==> config.mk <==
export PLATFORM = sky130hd
export DESIGN_NAME = vid_htim
export DESIGN_NICKNAME = d
export VERILOG_FILES = /design/src/rtl/vid_htim.sv
export SDC_FILE = /design/constraint.sdc
export NUM_CORES = 1
export LEC_CHECK = 0
export ABC_AREA = 1
export CAP_MARGIN = 30
export CORE_UTILIZATION = 38
export DETAILED_ROUTE_END_ITERATION = 8
export PLACE_DENSITY = 0.6
export SLEW_MARGIN = 40
export SYNTH_ARGS = -nofsm -noshare
export SYNTH_HDL_FRONTEND = slang
export SYNTH_SLANG_ARGS = --single-unit
==> constraint.sdc <==
create_clock -name vclk -period 4.2 [get_ports vclk]
set_input_delay 0.84 -clock vclk [delete_from_list [all_inputs] [get_ports vclk]]
set_output_delay 0.84 -clock vclk [all_outputs]
set_load 0.05 [all_outputs]
==> src/rtl/vid_htim.sv <==
// Horizontal video timing generator: free-running line counter with blank/sync
// set/clear flops, driven by a host-written shadow bank copied to an active bank at wrap.
module vid_htim (
   input  logic       vclk,
   input  logic       resetl,
   input  logic       en,
   input  logic       wr,
   input  logic [2:0] addr,
   input  logic [9:0] din,
   output logic [9:0] hc,
   output logic       hblank,
   output logic       hsync,
   output logic       line_end
);

   // Bank index: 0=HP, 1=HBB, 2=HBE, 3=HS, 4=HSE
   localparam logic [4:0][9:0] RST_VAL = {10'd752, 10'd656, 10'd0, 10'd640, 10'd799};

   logic [4:0][9:0] r_sh;
   logic [4:0][9:0] r_act;
   logic [9:0]      r_hc;
   logic            r_hblank;
   logic            r_hsync;
   logic            r_line_end;

   logic            w_at_end;
   logic            w_wrap;

   assign w_at_end = (r_hc == r_act[0]);
   // >= guards against hc ever sitting beyond the period
   assign w_wrap   = en && (r_hc >= r_act[0]);

   always_ff @(posedge vclk or negedge resetl) begin
      if (!resetl) begin
         r_sh  <= RST_VAL;
         r_act <= RST_VAL;
      end else begin
         if (w_wrap)
            r_act <= r_sh;
         for (int i = 0; i < 5; i++) begin
            if (wr && (addr == i[2:0]))
               r_sh[i] <= din;
         end
      end
   end

   always_ff @(posedge vclk or negedge resetl) begin
      if (!resetl) begin
         r_hc       <= 10'd0;
         r_hblank   <= 1'b1;
         r_hsync    <= 1'b0;
         r_line_end <= 1'b0;
      end else begin
         r_line_end <= en && w_at_end;
         if (en) begin
            r_hc <= w_wrap ? 10'd0 : r_hc + 10'd1;
            if (r_hc == r_act[2])
               r_hblank <= 1'b0;
            else if (r_hc == r_act[1])
               r_hblank <= 1'b1;
            if (r_hc == r_act[4])
               r_hsync <= 1'b0;
            else if (r_hc == r_act[3])
               r_hsync <= 1'b1;
         end
      end
   end

   assign hc       = r_hc;
   assign hblank   = r_hblank;
   assign hsync    = r_hsync;
   assign line_end = r_line_end;

endmodule

== After elaboration in Yosys (flattened, before gate mapping) ==
Cells that the tools add are included.
Operators by class
  add/subtract/negate cells: 1
  $mul: 0
  div/mod/pow operators: 0
  order comparisons: 1
  equality and inequality tests: 9
  shift operators: 0
  muxes and demuxes: 5
  bitwise operators: 0
  reductions and logical operators: 12
Operators by type and width (count)
  $eq A10 B10 Y1: 5
  $add A10 B1 Y10 const B: 1
  $ge A10 B10 Y1: 1
  $mux W10: 1
  $logic_and A1 B1 Y1: 7
  $eq A3 B2 Y1 const B: 2
  $mux W1: 4
  $reduce_and A2 Y1: 2
  $reduce_bool A2 Y1: 2
  $eq A3 B1 Y1 const B: 1
  $eq A3 B3 Y1 const B: 1
  $logic_not A3 Y1: 1
Word-level totals
  flip-flop bits (word level): 113
  bits in latches: 0
  memory bits (writable): 0
  memory bits (read-only): 0
  input bits: 17
  output and inout bits: 13
  logic and storage cells: 42
  memories: 0

== Longest topological paths before layout ==
Gate-level depths: netlist (run 1).
  depth in word-level cells: 3
  mapped depth: 12
  mapped depth without buffers: 11

== Least setup slack after synthesis (run 1) ==
OpenSTA, ideal clock, no wires.
  path kind: reg-to-reg
  from: register r_hc[0] (netlist: hc[0])
  to: register r_act[10] (netlist name)
  library setup time: 66 ps
  data arrival time: 2014 ps
  data required time: 4134 ps
  slack: 2120 ps
  stages on the path, launching flop included: 12
  buffers on the path: 2
  cells stage by stage: dfrtp_1 > buf_2 > inv_1 > ha_1 > nand2_1 > nand3_1 > nand3_1 > nand3_2 > nand2_2 > buf_2 > nand2_1 > nand2_1
On the way
  longest elaborated chain between the ends: 2
Ends and longest elaborated chain
  start: declaration: line 21  | logic [9:0] r_hc;
  start signal: assignment: line 56  | r_hc <= w_wrap ? 10'd0 : r_hc + 10'd1;
  $ge A10 B10 Y1: line 31  | assign w_wrap = en && (r_hc >= r_act[0]);
  $logic_and A1 B1 Y1: line 31
  end signal: assignment: line 39  | r_act <= r_sh;
  end: declaration: line 20  | logic [4:0][9:0] r_act;
Every way passes these cells.
A chain may end at the register's enable or synchronous reset.

== Final worst setup path (run 1) ==
  from: register r_hc[6] (netlist: hc[6])
  to: output hc[6]
RTL lines
  end: declaration: line 10  | output logic [9:0] hc,
No word-level cell between the ends.

==> results of run 1 <==
[flip-flops by register name, indices dropped and copies added, names as in the netlist]
signal and cells:
hblank 1, hc 10, hsync 1, line_end 1, r_act 50, r_sh 50
[kinds of logic (layout without fill, tap and decap cells)]
logic type / after synthesis / count (layout) / share of synthesized area, %
and+or+nand+nor: 381 / 381 / 28.7
AOI/OAI and AO/OA: 61 / 61 / 5.76
buffers and inverters: 93 / 128 / 6.90
xor gates and xnor gates: 16 / 16 / 2.61
DFF: 113 / 113 / 53.5
adders and majority gates: 11 / 11 / 2.56
[worst reg2reg max path, cell delays in order, from the launching register on]
cell and delay (ps):
dfrtp_1 590, inv_1 210, ha_1 330, nand2_1 70
nand3_1 90, nand3_1 110, nand3_2 130, buf_4 450
nand3_1 270, nand2_1 120
[path summary, 6_finish.rpt]
check                             to  slack [ps]  cells past startpoint
min                        r_act[36]         420                      1
min reg2reg                r_act[39]         470                      2
max in group asynchronous   r_act[0]        2960                      2
max reg2reg                r_act[20]        1780                      9
max                            hc[6]        1350                      1
min in group vclk          r_act[39]         470                      2
[cell usage after synthesis]
cell,count
clkbuf_1,15
a21oi_1,5
nor3_1,1
dfstp_2,35
a21o_1,1
nand2_1,257
nand3_2,1
o22ai_1,1
xnor2_1,6
o21ai_0,54
dfrtp_1,78
buf_2,14
nor2_1,46
inv_1,61
nand2_2,1
clkinv_1,2
nor2_2,2
nand4_1,1
ha_1,11
nand3_1,70
buf_4,1
xor2_1,10
or2_2,2
[area by class of cell]
type	count	area [um2]
inverter	63	236
fill	1322	7420
sequential	113	2870
multi-input combinational	469	2130
tap	180	225
clock inverter	12	158
clock buffer	20	467
timing repair buffer	33	317
[routing by layer]
layer,GRT usage [%],wire [um],up-vias
met5,0,0,-
met4,7.79,323,0
li1,-,-,2158
met3,4.32,487,20
met2,31.9,6200,102
met1,26.9,6210,2099
[through the flow]
step	instance area, um2	setup WS [ps]	power (W)
floorplan	5370	2120	0.00275
global placement	5770	1440	0.00315
detailed placement	5780	1630	0.00319
CTS	6400	1320	0.00470
global route	6410	1280	0.00499
finish	6410	1350	0.00465
[power groups by stage]
stage	clock, W	combinational (W)	sequential [W]
global placement	0	0.00139	0.00176
global route	0.00156	0.00164	0.00180
detailed placement	0	0.00142	0.00177
floorplan	0	0.000993	0.00175
CTS	0.00151	0.00143	0.00176
finish	0.00148	0.00141	0.00176
==> results.cfg, run 1 <==
[critical_path]
crit_required_ps = 3360
slowest_delay_ps = 920
setup.worst_path.class = register to output pin
path_max_fanout = 10
worst-path-buf-inv = 1
crit_chain = clkdlybuf4s50_1
crit_family = buffers and inverters
arrival_ps = 2010
critPathLaunch = hc[6]
cp-start-kind = register
critPathCaptureType = output pin
r2r_start = hc[0]
slowest_stage = clkdlybuf4s50_1

[final_layout]
layout_common_cells = nand2_1 (257), dfrtp_1 (78), nand3_1 (70)
fin_util_pct = 46.3
stdcell_count = 890
drive_gt1_share_pct = 11.1
fin_nets = 725
layout_commonest_cell = nand2_1
syn_to_final_growth_pct = 19.3
diodes = 0

[synth]
syn_avg_cell_area_um2 = 7.95
synth_top_area_share_pct = 36.4
syn_area_mm2 = 0.00537
synthCells = 675
yosys_warnings = 0
synth_cell_types = 23
synth_area_leaders = dfrtp_1 (36%), nand2_1 (18%), dfstp_2 (17%)
syn_nets = 703
yosysTopAreaCell = dfrtp_1
ys_ff_latch = 113
ys_seq_area_share_pct = 53.5

[power_and_ir_drop]
peakVddDrop_mv = 0.359
p_int_w = 0.00292
leakage_nw = 3.22
p_sw_share_pct = 37.2
p_per_area_mw_per_mm2 = 726
combinationalPowerShare_pct = 30.3
power.share.clock_pct = 31.9
p_sw_w = 0.00173
pwr-share-seq_pct = 37.8

[sta]
skew_ps = 10.3
slew_viol_final = 0
relSlewSlack_pct = 44.7
hold_viol = 0
holdWs_ps = 416
fin_crit_sh_pct = 67.8
setup-violations-final = 0
tightest_slew_ps = 828
setup-tns-final_ps = 0
fmax_ghz = 0.351
grt_setup_unrepaired = no
min_period_ps = 2850

[clock_tree]
htreeDepth = 4
cts_resized = 0
clk_latency_ps = 410
numCtsBuffers = 17
cts.sinks = 113
clk_pin_slew_worst_paths_ps = 60
ctsHoldBuffers = 0
root_buffer = clkbuf_16
post_cts.repair.setup_buffers = 0
tritoncts = done
cts_max_path_buffers = 2

[outcome]
outcome = complete, no violations

[place]
numPortBuffers = 29
finalWeightedCongestion = 0.872
dp.cells = 858
hpwl_mm = 9.24

[drt]
num_vias = 4379
ant_nets = 0
post_drt_wl_per_cell_um = 14.9
drcViolationCount = 0
drt_iter0_drc = 404
viasPerCell = 4.92
first_pass_iters = 5
detail_route.wirelength_mm = 13.2

[floorplanning]
die_area_mm2 = 0.0146
rows = 43
die_h_um = 121
start_util_pct = 38.8
pin_count = 30
dieWidth_um = 121
core-area_mm2 = 0.0138

[global_route]
gr-usage-all-layers_pct = 20.1
grt_max_degree = 68
antenna_found_initial = 0
grt-ovfl-total = 0
grt_first_pass_wirelength_mm = 22.4
grt_pass1_vias = 4369

[flow_run]
drv_cap = 0

[worst_hold_path]
min_path_type = input port to asynchronous set/reset pin
No activity file was read; power rests on OpenSTA's default activity.
==> run 2: changes to the inputs <==
==> constraint.sdc (replaced) <==
create_clock -name vclk -period 2.74 [get_ports vclk]
set_input_delay 0.548 -clock vclk [delete_from_list [all_inputs] [get_ports vclk]]
set_output_delay 0.548 -clock vclk [all_outputs]
set_load 0.05 [all_outputs]
==> run 2 against run 1 <==
Net effect: first-iteration DRC count is 31% lower; largest power group unchanged; flip-flop and latch count stayed put; sequential share of layout area hardly changed; largest cell class unchanged; setup slack worse by 1100 ps; critical endpoint is now r_act[35].
==> results.cfg, run 2 (synthesized netlist as in run 1, its figures left out) <==
[clock_tree]
root_buffer = clkbuf_16
clk_pin_slew_worst_paths_ps = 50
ctsHoldBuffers = 0
cts.sinks = 113
clk_latency_ps = 410
post_cts.repair.setup_buffers = 0
tritoncts = done
htreeDepth = 4
cts_max_path_buffers = 2
cts_resized = 0
numCtsBuffers = 17

[place]
finalWeightedCongestion = 0.906
dp_slack_ps = 278
numPortBuffers = 29
hpwl_mm = 9.49
placed_cell_area_mm2 = 0.00586

[final_layout]
fin_nets = 736
syn_to_final_growth_pct = 19.2
layout_common_cells = nand2_1 (257), dfrtp_1 (78), nand3_1 (70)
layout_commonest_cell = nand2_1
drive_gt1_share_pct = 11.5
nFillCells = 1366
diodes = 0
fin_area_mm2 = 0.00640

[sta]
hold_viol = 0
fin_crit_sh_pct = 91.2
slew_viol_final = 0
setup-violations-final = 0
relSlewSlack_pct = 47.1
setup-tns-final_ps = 0
tightest_slew_ps = 792
fmax_ghz = 0.400
min_period_ps = 2500
holdWs_ps = 173
skew_ps = 11.0
grt_setup_unrepaired = no
setup_ws_ps = 242

[power_and_ir_drop]
peakVddDrop_mv = 0.521
leakage_nw = 3.23
p_per_area_mw_per_mm2 = 1080

[critical_path]
crit_family = simple AND/OR/NAND/NOR gates
critPathCaptureType = register
path_max_fanout = 39
setup.worst_path.class = register to register
cpMostUsedCell = nand2_1
cp-start-kind = register
crit_chain = inv_1, ha_1, nand2_1, nand3_1, nand3_1, nand3_2, nand2_2, buf_4, nand2_1, nand2_1
crit_required_ps = 3080
slowest_stage = dfrtp_1
arrival_ps = 2840
slowest_delay_ps = 590
worst-path-buf-inv = 2

[floorplanning]
dieWidth_um = 121
rows = 43
start_util_pct = 38.8
pin_count = 30
die_h_um = 121
die_area_mm2 = 0.0146
core-area_mm2 = 0.0138

[worst_hold_path]
min_path_type = input port to asynchronous set/reset pin

[drt]
num_vias = 4400
ant_nets = 0
drcViolationCount = 0
viasPerCell = 4.88
detail_route.wirelength_mm = 13.1
drt_iter0_drc = 277
first_pass_iters = 5
post_drt_wl_per_cell_um = 14.5

[global_route]
antenna_found_initial = 0
grt_pass1_vias = 4388
gr-usage-all-layers_pct = 19.9
grt_first_pass_wirelength_mm = 22.1
grt-ovfl-total = 0
grt_max_degree = 52

[flow_run]
drv_cap = 0

[outcome]
outcome = complete, no violations
[run 2: changes by cell type in the layout (fill, tap and decap cells not counted)]
cell	before	now
clkinv_4	4	0
clkinvlp_4	3	1
clkbuf_1	0	7
clkinv_2	2	3
buf_4	4	16
buf_6	1	0
nand2_4	1	0
bufinv_16	3	1
nand2_2	0	1
[run 2: path summary, 6_finish.rpt]
check	startpoint	to	slack, ps	depth (start not counted)
max reg2reg	hc[0]	r_act[35]	240	10
min reg2reg	r_act[1]	r_act[1]	470	2
max in group asynchronous	resetl	r_sh[46]	1740	2
min in group vclk	r_act[1]	r_act[1]	470	2
max	hc[0]	r_act[35]	240	10
min	resetl	r_sh[30]	170	1
[run 2: per-layer routing]
metal	global-route usage (%)	up-vias	part of all wire [%]
met3	3.90	17	4.5
li1	-	2174	-
met4	8.10	0	1.9
met5	0	-	0
met2	31.9	100	48
met1	26.5	2109	46
[run 2: report_power, final]
part           leakage, nW  switching, W  internal [W]  total, W
registers             1.37      0.000390       0.00225   0.00264
clock network        0.265      0.000697       0.00131   0.00201
logic                 1.60       0.00147      0.000780   0.00225
[run 2: layout make-up]
class	count	area, um2	share of cell area [%]
clock inverters	5	52.6	0.821
flip-flops and latches	113	2870	44.9
clock buffers	27	493	7.70
repair buffers	44	395	6.18
inverters	63	236	3.69
well taps	180	225	3.52
multi-input cells	469	2130	33.2
[run 2: through the flow]
| stage | utilization [%] | power [W] | cells |
|---|---|---|---|
| 2_1_floorplan | - | 0.00421 | 675 |
| 3_3_place_gp | 42.3 | 0.00486 | 869 |
| 3_5_place_dp | 42.3 | 0.00492 | 869 |
| 4_1_cts | 46.3 | 0.00696 | 901 |
| 5_1_grt | 46.3 | 0.00740 | 901 |
| 6_report | 46.3 | 0.00690 | 901 |
